<file path="src/rtl/mfp_adc_max10_sequencer.sv">
// Channel-scan sequencer for the MAX10 ADC IP: one Avalon-ST command per enabled mask bit, captures replies per channel.
// Optional interrupt output is enabled by defining MFP_ADC_MAX10_SEQ_IRQ_EN.
module mfp_adc_max10_sequencer #(
  parameter int N_CH         = 8,
  parameter int CH_OFFSET    = 1,
  parameter int RESP_TIMEOUT = 255
) (
  input  logic                    HCLK,
  input  logic                    HRESETn,
  input  logic [N_CH-1:0]         cfg_mask,
  input  logic                    cfg_continuous,
  input  logic                    cfg_start,
  input  logic                    cfg_abort,
  input  logic [$clog2(N_CH)-1:0] rd_ch,
  output logic [11:0]             rd_data,
  output logic [N_CH-1:0]         sample_valid,
  output logic                    busy,
  output logic                    done,
  output logic                    err,
`ifdef MFP_ADC_MAX10_SEQ_IRQ_EN
  output logic                    irq,
  input  logic                    irq_clr,
`endif
  output logic [2:0]              dbg_state,
  output logic                    ADC_C_Valid,
  output logic [4:0]              ADC_C_Channel,
  output logic                    ADC_C_SOP,
  output logic                    ADC_C_EOP,
  input  logic                    ADC_C_Ready,
  input  logic                    ADC_R_Valid,
  input  logic [4:0]              ADC_R_Channel,
  input  logic [11:0]             ADC_R_Data,
  input  logic                    ADC_R_SOP,
  input  logic                    ADC_R_EOP
);

  localparam int IW = $clog2(N_CH);
  localparam int TW = $clog2(RESP_TIMEOUT + 1);
  localparam logic [TW-1:0] TMO_LAST = TW'(RESP_TIMEOUT - 1);

  typedef enum logic [2:0] {
    S_IDLE   = 3'd0,
    S_SELECT = 3'd1,
    S_CMD    = 3'd2,
    S_RESP   = 3'd3,
    S_NEXT   = 3'd4
  } state_t;

  state_t          r_state;
  logic [N_CH-1:0] r_mask;
  logic [IW-1:0]   r_idx;
  logic            r_first;
  logic            r_abort;
  logic [TW-1:0]   r_tmo;
  logic [11:0]     r_sample [N_CH];
  logic [N_CH-1:0] r_sv;
  logic            r_busy;
  logic            r_done;
  logic            r_err;
  logic            r_c_valid;
  logic [4:0]      r_c_ch;
  logic            r_c_sop;
  logic            r_c_eop;

  logic [IW-1:0]   w_sel;
  logic            w_sel_last;
  logic            w_more;
  logic            w_r_match;
  logic            w_unused;

  function automatic logic [IW-1:0] lowest_from(input logic [N_CH-1:0] m, input logic [IW-1:0] from);
    lowest_from = from;
    for (int i = N_CH - 1; i >= 0; i--) begin
      if (m[i] && i >= int'(from)) lowest_from = IW'(i);
    end
  endfunction

  function automatic logic any_above(input logic [N_CH-1:0] m, input logic [IW-1:0] pos);
    any_above = 1'b0;
    for (int i = 0; i < N_CH; i++) begin
      if (m[i] && i > int'(pos)) any_above = 1'b1;
    end
  endfunction

  always_comb begin
    w_sel      = lowest_from(r_mask, r_idx);
    w_sel_last = !any_above(r_mask, w_sel);
    w_more     = any_above(r_mask, r_idx);
    w_r_match  = (ADC_R_Channel == (5'(r_idx) + 5'(CH_OFFSET)));
  end

  // Reply framing bits are not needed: every command yields exactly one reply.
  assign w_unused = ^{ADC_R_SOP, ADC_R_EOP};

  // Command handshake: Valid/Channel/SOP/EOP are held constant until a clock
  // edge sees ADC_C_Valid && ADC_C_Ready; that edge transfers exactly one command.
  always_ff @(posedge HCLK or negedge HRESETn) begin
    if (!HRESETn) begin
      r_state   <= S_IDLE;
      r_mask    <= '0;
      r_idx     <= '0;
      r_first   <= 1'b0;
      r_abort   <= 1'b0;
      r_tmo     <= '0;
      r_sv      <= '0;
      r_busy    <= 1'b0;
      r_done    <= 1'b0;
      r_err     <= 1'b0;
      r_c_valid <= 1'b0;
      r_c_ch    <= '0;
      r_c_sop   <= 1'b0;
      r_c_eop   <= 1'b0;
      for (int i = 0; i < N_CH; i++) r_sample[i] <= '0;
    end else begin
      r_done <= 1'b0;
      if (cfg_abort && r_state != S_IDLE) r_abort <= 1'b1;
      case (r_state)
        S_IDLE: begin
          if (cfg_start) begin
            r_mask  <= cfg_mask;
            r_sv    <= '0;
            r_err   <= 1'b0;
            r_idx   <= '0;
            r_first <= 1'b1;
            r_abort <= 1'b0;
            if (cfg_mask == '0) begin
              r_done <= 1'b1;
            end else begin
              r_state <= S_SELECT;
              r_busy  <= 1'b1;
            end
          end
        end
        S_SELECT: begin
          r_idx     <= w_sel;
          r_c_valid <= 1'b1;
          r_c_ch    <= 5'(w_sel) + 5'(CH_OFFSET);
          r_c_sop   <= r_first;
          r_c_eop   <= w_sel_last;
          r_state   <= S_CMD;
        end
        S_CMD: begin
          if (ADC_C_Ready) begin
            r_c_valid <= 1'b0;
            r_c_sop   <= 1'b0;
            r_c_eop   <= 1'b0;
            r_first   <= 1'b0;
            r_tmo     <= '0;
            r_state   <= S_RESP;
          end
        end
        S_RESP: begin
          if (ADC_R_Valid && w_r_match) begin
            r_sample[r_idx] <= ADC_R_Data;
            r_sv[r_idx]     <= 1'b1;
            r_state         <= S_NEXT;
          end else begin
            if (ADC_R_Valid) r_err <= 1'b1;
            if (r_tmo == TMO_LAST) begin
              r_err   <= 1'b1;
              r_state <= S_NEXT;
            end else begin
              r_tmo <= r_tmo + 1'b1;
            end
          end
        end
        S_NEXT: begin
          if (r_abort || cfg_abort) begin
            r_abort <= 1'b0;
            r_busy  <= 1'b0;
            r_state <= S_IDLE;
          end else if (w_more) begin
            r_idx   <= r_idx + 1'b1;
            r_state <= S_SELECT;
          end else begin
            r_done <= 1'b1;
            if (cfg_continuous) begin
              r_mask  <= cfg_mask;
              r_idx   <= '0;
              r_first <= 1'b1;
              if (cfg_mask == '0) begin
                r_busy  <= 1'b0;
                r_state <= S_IDLE;
              end else begin
                r_state <= S_SELECT;
              end
            end else begin
              r_busy  <= 1'b0;
              r_state <= S_IDLE;
            end
          end
        end
        default: begin
          r_busy  <= 1'b0;
          r_state <= S_IDLE;
        end
      endcase
    end
  end

`ifdef MFP_ADC_MAX10_SEQ_IRQ_EN
  logic r_err_d;
  logic r_irq;

  // A set event wins over a simultaneous clear.
  always_ff @(posedge HCLK or negedge HRESETn) begin
    if (!HRESETn) begin
      r_err_d <= 1'b0;
      r_irq   <= 1'b0;
    end else begin
      r_err_d <= r_err;
      r_irq   <= (r_irq & ~irq_clr) | r_done | (r_err & ~r_err_d);
    end
  end

  assign irq = r_irq;
`endif

  assign rd_data       = r_sample[rd_ch];
  assign sample_valid  = r_sv;
  assign busy          = r_busy;
  assign done          = r_done;
  assign err           = r_err;
  assign dbg_state     = r_state;
  assign ADC_C_Valid   = r_c_valid;
  assign ADC_C_Channel = r_c_ch;
  assign ADC_C_SOP     = r_c_sop;
  assign ADC_C_EOP     = r_c_eop;

endmodule

</file>
<file path="config.mk">
export PLATFORM = sky130hd
export DESIGN_NAME = mfp_adc_max10_sequencer
export DESIGN_NICKNAME = d
export VERILOG_FILES = /design/src/rtl/mfp_adc_max10_sequencer.sv
export SDC_FILE = /design/constraint.sdc
export NUM_CORES = 1
export LEC_CHECK = 0
export BUFFER_PORTS_ARGS = -buffer_cell sky130_fd_sc_hd__buf_2
export CORE_UTILIZATION = 40
export CTS_BUF_LIST = sky130_fd_sc_hd__clkbuf_2
export DETAILED_ROUTE_END_ITERATION = 8
export PLACE_DENSITY = 0.64
export SLEW_MARGIN = 20
export SYNTH_ARGS = -nofsm -noshare
export SYNTH_HDL_FRONTEND = slang
export SYNTH_SLANG_ARGS = --single-unit
</file>
<file path="constraint.sdc">
create_clock -name HCLK -period 3.75 [get_ports HCLK]
set_clock_uncertainty 0.05 [all_clocks]
set_input_delay 0.75 -clock HCLK [delete_from_list [all_inputs] [get_ports HCLK]]
set_output_delay 0.75 -clock HCLK [all_outputs]
set_load 0.1 [all_outputs]
</file>
==> reports/metrics.csv <==
stage,metric,value,unit
global_routing,largest_net_degree_at_the_start_of_global_routing,86,
clock_tree,cts_root_buffer,clkbuf_2,
clock_tree,numCtsBuffers,17,
outcome,outcome,"complete, no violations",
sta,slew_hr,47.71,%
sta,final_min_period_over_clock_period,87.84,%
final_layout,layout-area-overhead-vs-synth,12.39,%
floorplan,io_pins,71,
synthesis,number_of_synthesized_flops_with_an_enable_pin,0,
power_and_ir_drop,sw_ratio,42.67,%
sta,worst_slack,0.4559,ns
sta,fmaxAchievable,303.6,MHz
synthesis,cell_taking_the_most_area_after_synthesis,dfrtp_1,
power_and_ir_drop,intPower,2676,uW
routing,initialDrtViolationCount,201,
clock_tree,worst_skew_pair.late_latency,0.69,ns
synthesis,synth.area.top_cells,"dfrtp_1 50%, mux2_2 13%, mux2_4 7.8%",
critical_path,reg2reg_from,r_idx[0],
power_and_ir_drop,power.share.combinational,39.4,%
floorplan,die_height,133.9,microns
placement,hpwl,10250,microns
critical_path,critical_path.n_buffers_inverters,2,
placement,dp.cells,789,
synthesis,synth_fp_nets,552,
synthesis,synth.yosys.seq_area_share,49.61,%
clock_tree,clock_sink_count,138,
floorplan,initial_utilization,41.53,%
sta,setup_violations,0,
routing,num_vias,4408,
min_path,hold_path_depth,2,
clock_tree,h-tree-depth,4,
sta,final-max-slew-violation-count,0,
critical_path,path_cells,"inv_1, ha_1, and4bb_2, o32a_1, nand2_1, nand2_1, inv_1, ha_1, ha_1, o21ai_0, nor2_1, and3_1, a32o_1, or4b_1",
synthesis,yosys_top_cell_area_share,49.61,%
placement,gp_weighted_congestion,0.8666,
synthesis,synth-seq-cells,138,
synthesis,post_synth_instance_area,0.006960,sq mm
synthesis,synth.avg_cell_area,13.78,sq um
final_layout,final_cell_count_no_fill,823,
synthesis,synth_cells,505,
sta,setup_total_negative_slack,0,ns
min_path,worstHoldEndpoint,r_mask[1],
critical_path,cp-start-kind,flip-flop,
critical_path,cp-end-kind,flip-flop,
critical_path,rr_worst_depth,14,
routing,route.antenna.remaining_nets,0,
clock_tree,cts_tree,done,
floorplan,coreArea,0.01676,sq mm
clock_tree,cts.clk_slew.worst_paths,0.19,ns
routing,routed_wire_length_per_instance,18.58,microns
critical_path,worst_path_largest_cell_delay,0.46,ns
min_path,hp-class,in -> reg,
floorplan,dieArea,0.01793,sq mm
critical_path,worstReg2RegEnd,ADC_C_EOP,
flow_run,cap_viol_max_count,0,
min_path,hp-start,cfg_mask[1],
global_routing,groute.usage.overall,18.44,%
synthesis,async_reset_ff_share,100.0,%
synthesis,synth.distinct_cells,65,
power_and_ir_drop,power.net_switching,1992,uW
placement,io_buffer_count,67,
sta,worst-slew-pin-transition,0.7843,ns
global_routing,first_global_vias,4755,
critical_path,r2r_slack,0.46,ns
routing,dr.pass1.iters,4,
sta,rsz0062_at_grt,false,
floorplan,die_x,133.9,microns
critical_path,critical-path-slowest-cell,or4b_1,
critical_path,worstPathMaxFanout,5,
global_routing,antenna_found_initial,1,
synthesis,synth-main-ff-cell,dfrtp_1,
power_and_ir_drop,pwr-share-clk,19.3,%
clock_tree,postCtsResizedCells,0,
final_layout,post_route_cells_drive_above_1_share,45.51,%
power_and_ir_drop,power_density,596.8,mW/mm^2
placement,place_ws,0.5127,ns
final_layout,design.final.nets,636,
critical_path,cp.arrival,3.82,ns
critical_path,critPathMostFrequentCell,ha_1,
sta,final-hold-violation-count,0,
global_routing,grt_first_pass_wirelength,25290,microns
power_and_ir_drop,worst_ir_drop_vdd,0.001026,V
clock_tree,cts_max_path_buffers,2,
routing,vias_per_cell,5.356,
critical_path,path_delay_family,simple AND/OR/NAND/NOR gates,
critical_path,critPathKind,reg -> reg,
critical_path,worst_setup_path_startpoint,r_idx[0],
floorplan,row_count,47,
synthesis,total_number_of_yosys_warnings,0,
critical_path,cp_data_required_time,4.28,ns
sta,post-route-min-period,3.294,ns
routing,final_routed_wirelength,15290,microns
power_and_ir_drop,power_frac_seq,41.3,%
final_layout,mostFrequentLayoutCells,"138 x dfrtp_1, 81 x mux2_2, 66 x buf_2, 36 x mux2_4, 30 x nand2_1",
final_layout,layout_commonest_cell,dfrtp_1,
power_and_ir_drop,static_leakage,0.003821,uW
global_routing,gr-total-overflow,0,
routing,drc,0,
routing by layer:
metal	part of all wire (%)	wire, microns	track usage, %
met5	0	0	0
met2	50	7650	31.23
met1	45	6852	23.52
met4	1.1	165	5.114
met3	4.1	624	4.384
power by group through the flow:
stage	Sequential (uW)	Clock, uW	Combinational (uW)
after CTS	1920	926	1850
after global placement	1930	0	1800
after floorplan	2310	0	1040
after global routing	1960	991	1990
final	1930	901	1840
after detailed placement	1950	0	1840
worst register-to-register path, stage by stage (launching register included):
cell,delay (ns)
dfrtp_1,0.40
inv_1,0.10
ha_1,0.25
and4bb_2,0.32
o32a_1,0.18
nand2_1,0.11
nand2_1,0.15
inv_1,0.08
ha_1,0.18
ha_1,0.16
o21ai_0,0.25
nor2_1,0.11
and3_1,0.20
a32o_1,0.19
or4b_1,0.46
logic make-up after synthesis:
family / Yosys count / synth area share (%)
AOI/OAI and AO/OA: 57 / 5.950
muxes: 146 / 29.35
and+or+nand+nor: 103 / 8.629
buffers and inverters: 41 / 3.469
adders and majority gates: 10 / 1.798
other: 1 / 0.05388
xor gates and xnor gates: 9 / 1.133
DFF: 138 / 49.61
flip-flops by register name, indices dropped and copies added (netlist names), 3 cells and up:
signal,flops
r_sample,96
r_mask,8
r_tmo,8
sample_valid,8
ADC_C_Channel,4
dbg_state,3
r_idx,3
per-stage QoR:
stage | hold slack [ns] | instance area, sq um | total power (uW) | utilization, %
after detailed placement | 0.4099 | 7566 | 3789 | 45.14
final | 0.2485 | 7823 | 4668 | 46.67
after CTS | 0.1758 | 7820 | 4696 | 46.66
after global routing | 0.1629 | 7820 | 4939 | 46.66
after global placement | 0.4075 | 7566 | 3730 | 45.14
after floorplan | 0.3894 | 6960 | 3346 | -
how the worst max path moves through the flow:
stage	slack (ns)	cells after the start	to
final	0.46	14	ADC_C_EOP
after global routing	0.28	14	ADC_C_EOP
after CTS	0.48	13	ADC_C_EOP
after detailed placement	0.51	13	ADC_C_EOP
after global placement	0.53	5	rd_data[11]
after floorplan	0.57	4	rd_data[10]
synth_stat cells, drive strengths merged, types with 3 or more instances:
cell	count
a21boi	4
a21o	3
a21oi	9
buf	16
clkbuf	7
dfrtp	138
ha	10
inv	17
mux2	117
mux2i	5
mux4	24
nand2	30
nand2b	3
nand3	13
nand4	4
nor2	18
nor2b	4
nor3	9
nor4	5
o21a	6
o21ai	11
o21bai	3
o22ai	3
xnor2	8
timing repair:
item,4_1_cts,5_1_grt
buffers inserted,0,0
hold buffers,1,0
hold endpoints to repair,2,0
area by class of cell:
class                      instances  area (sq um)
multi-input combinational        326          3266
antenna                            1         2.502
fill                            1487          8937
clock buffer                      18         90.09
tap                              220         275.3
clock inverter                    14         153.9
sequential                       138          3453
inverter                          18         67.56
timing repair buffer              88         514.2
Note: power is estimated with default switching activity, not from simulation.
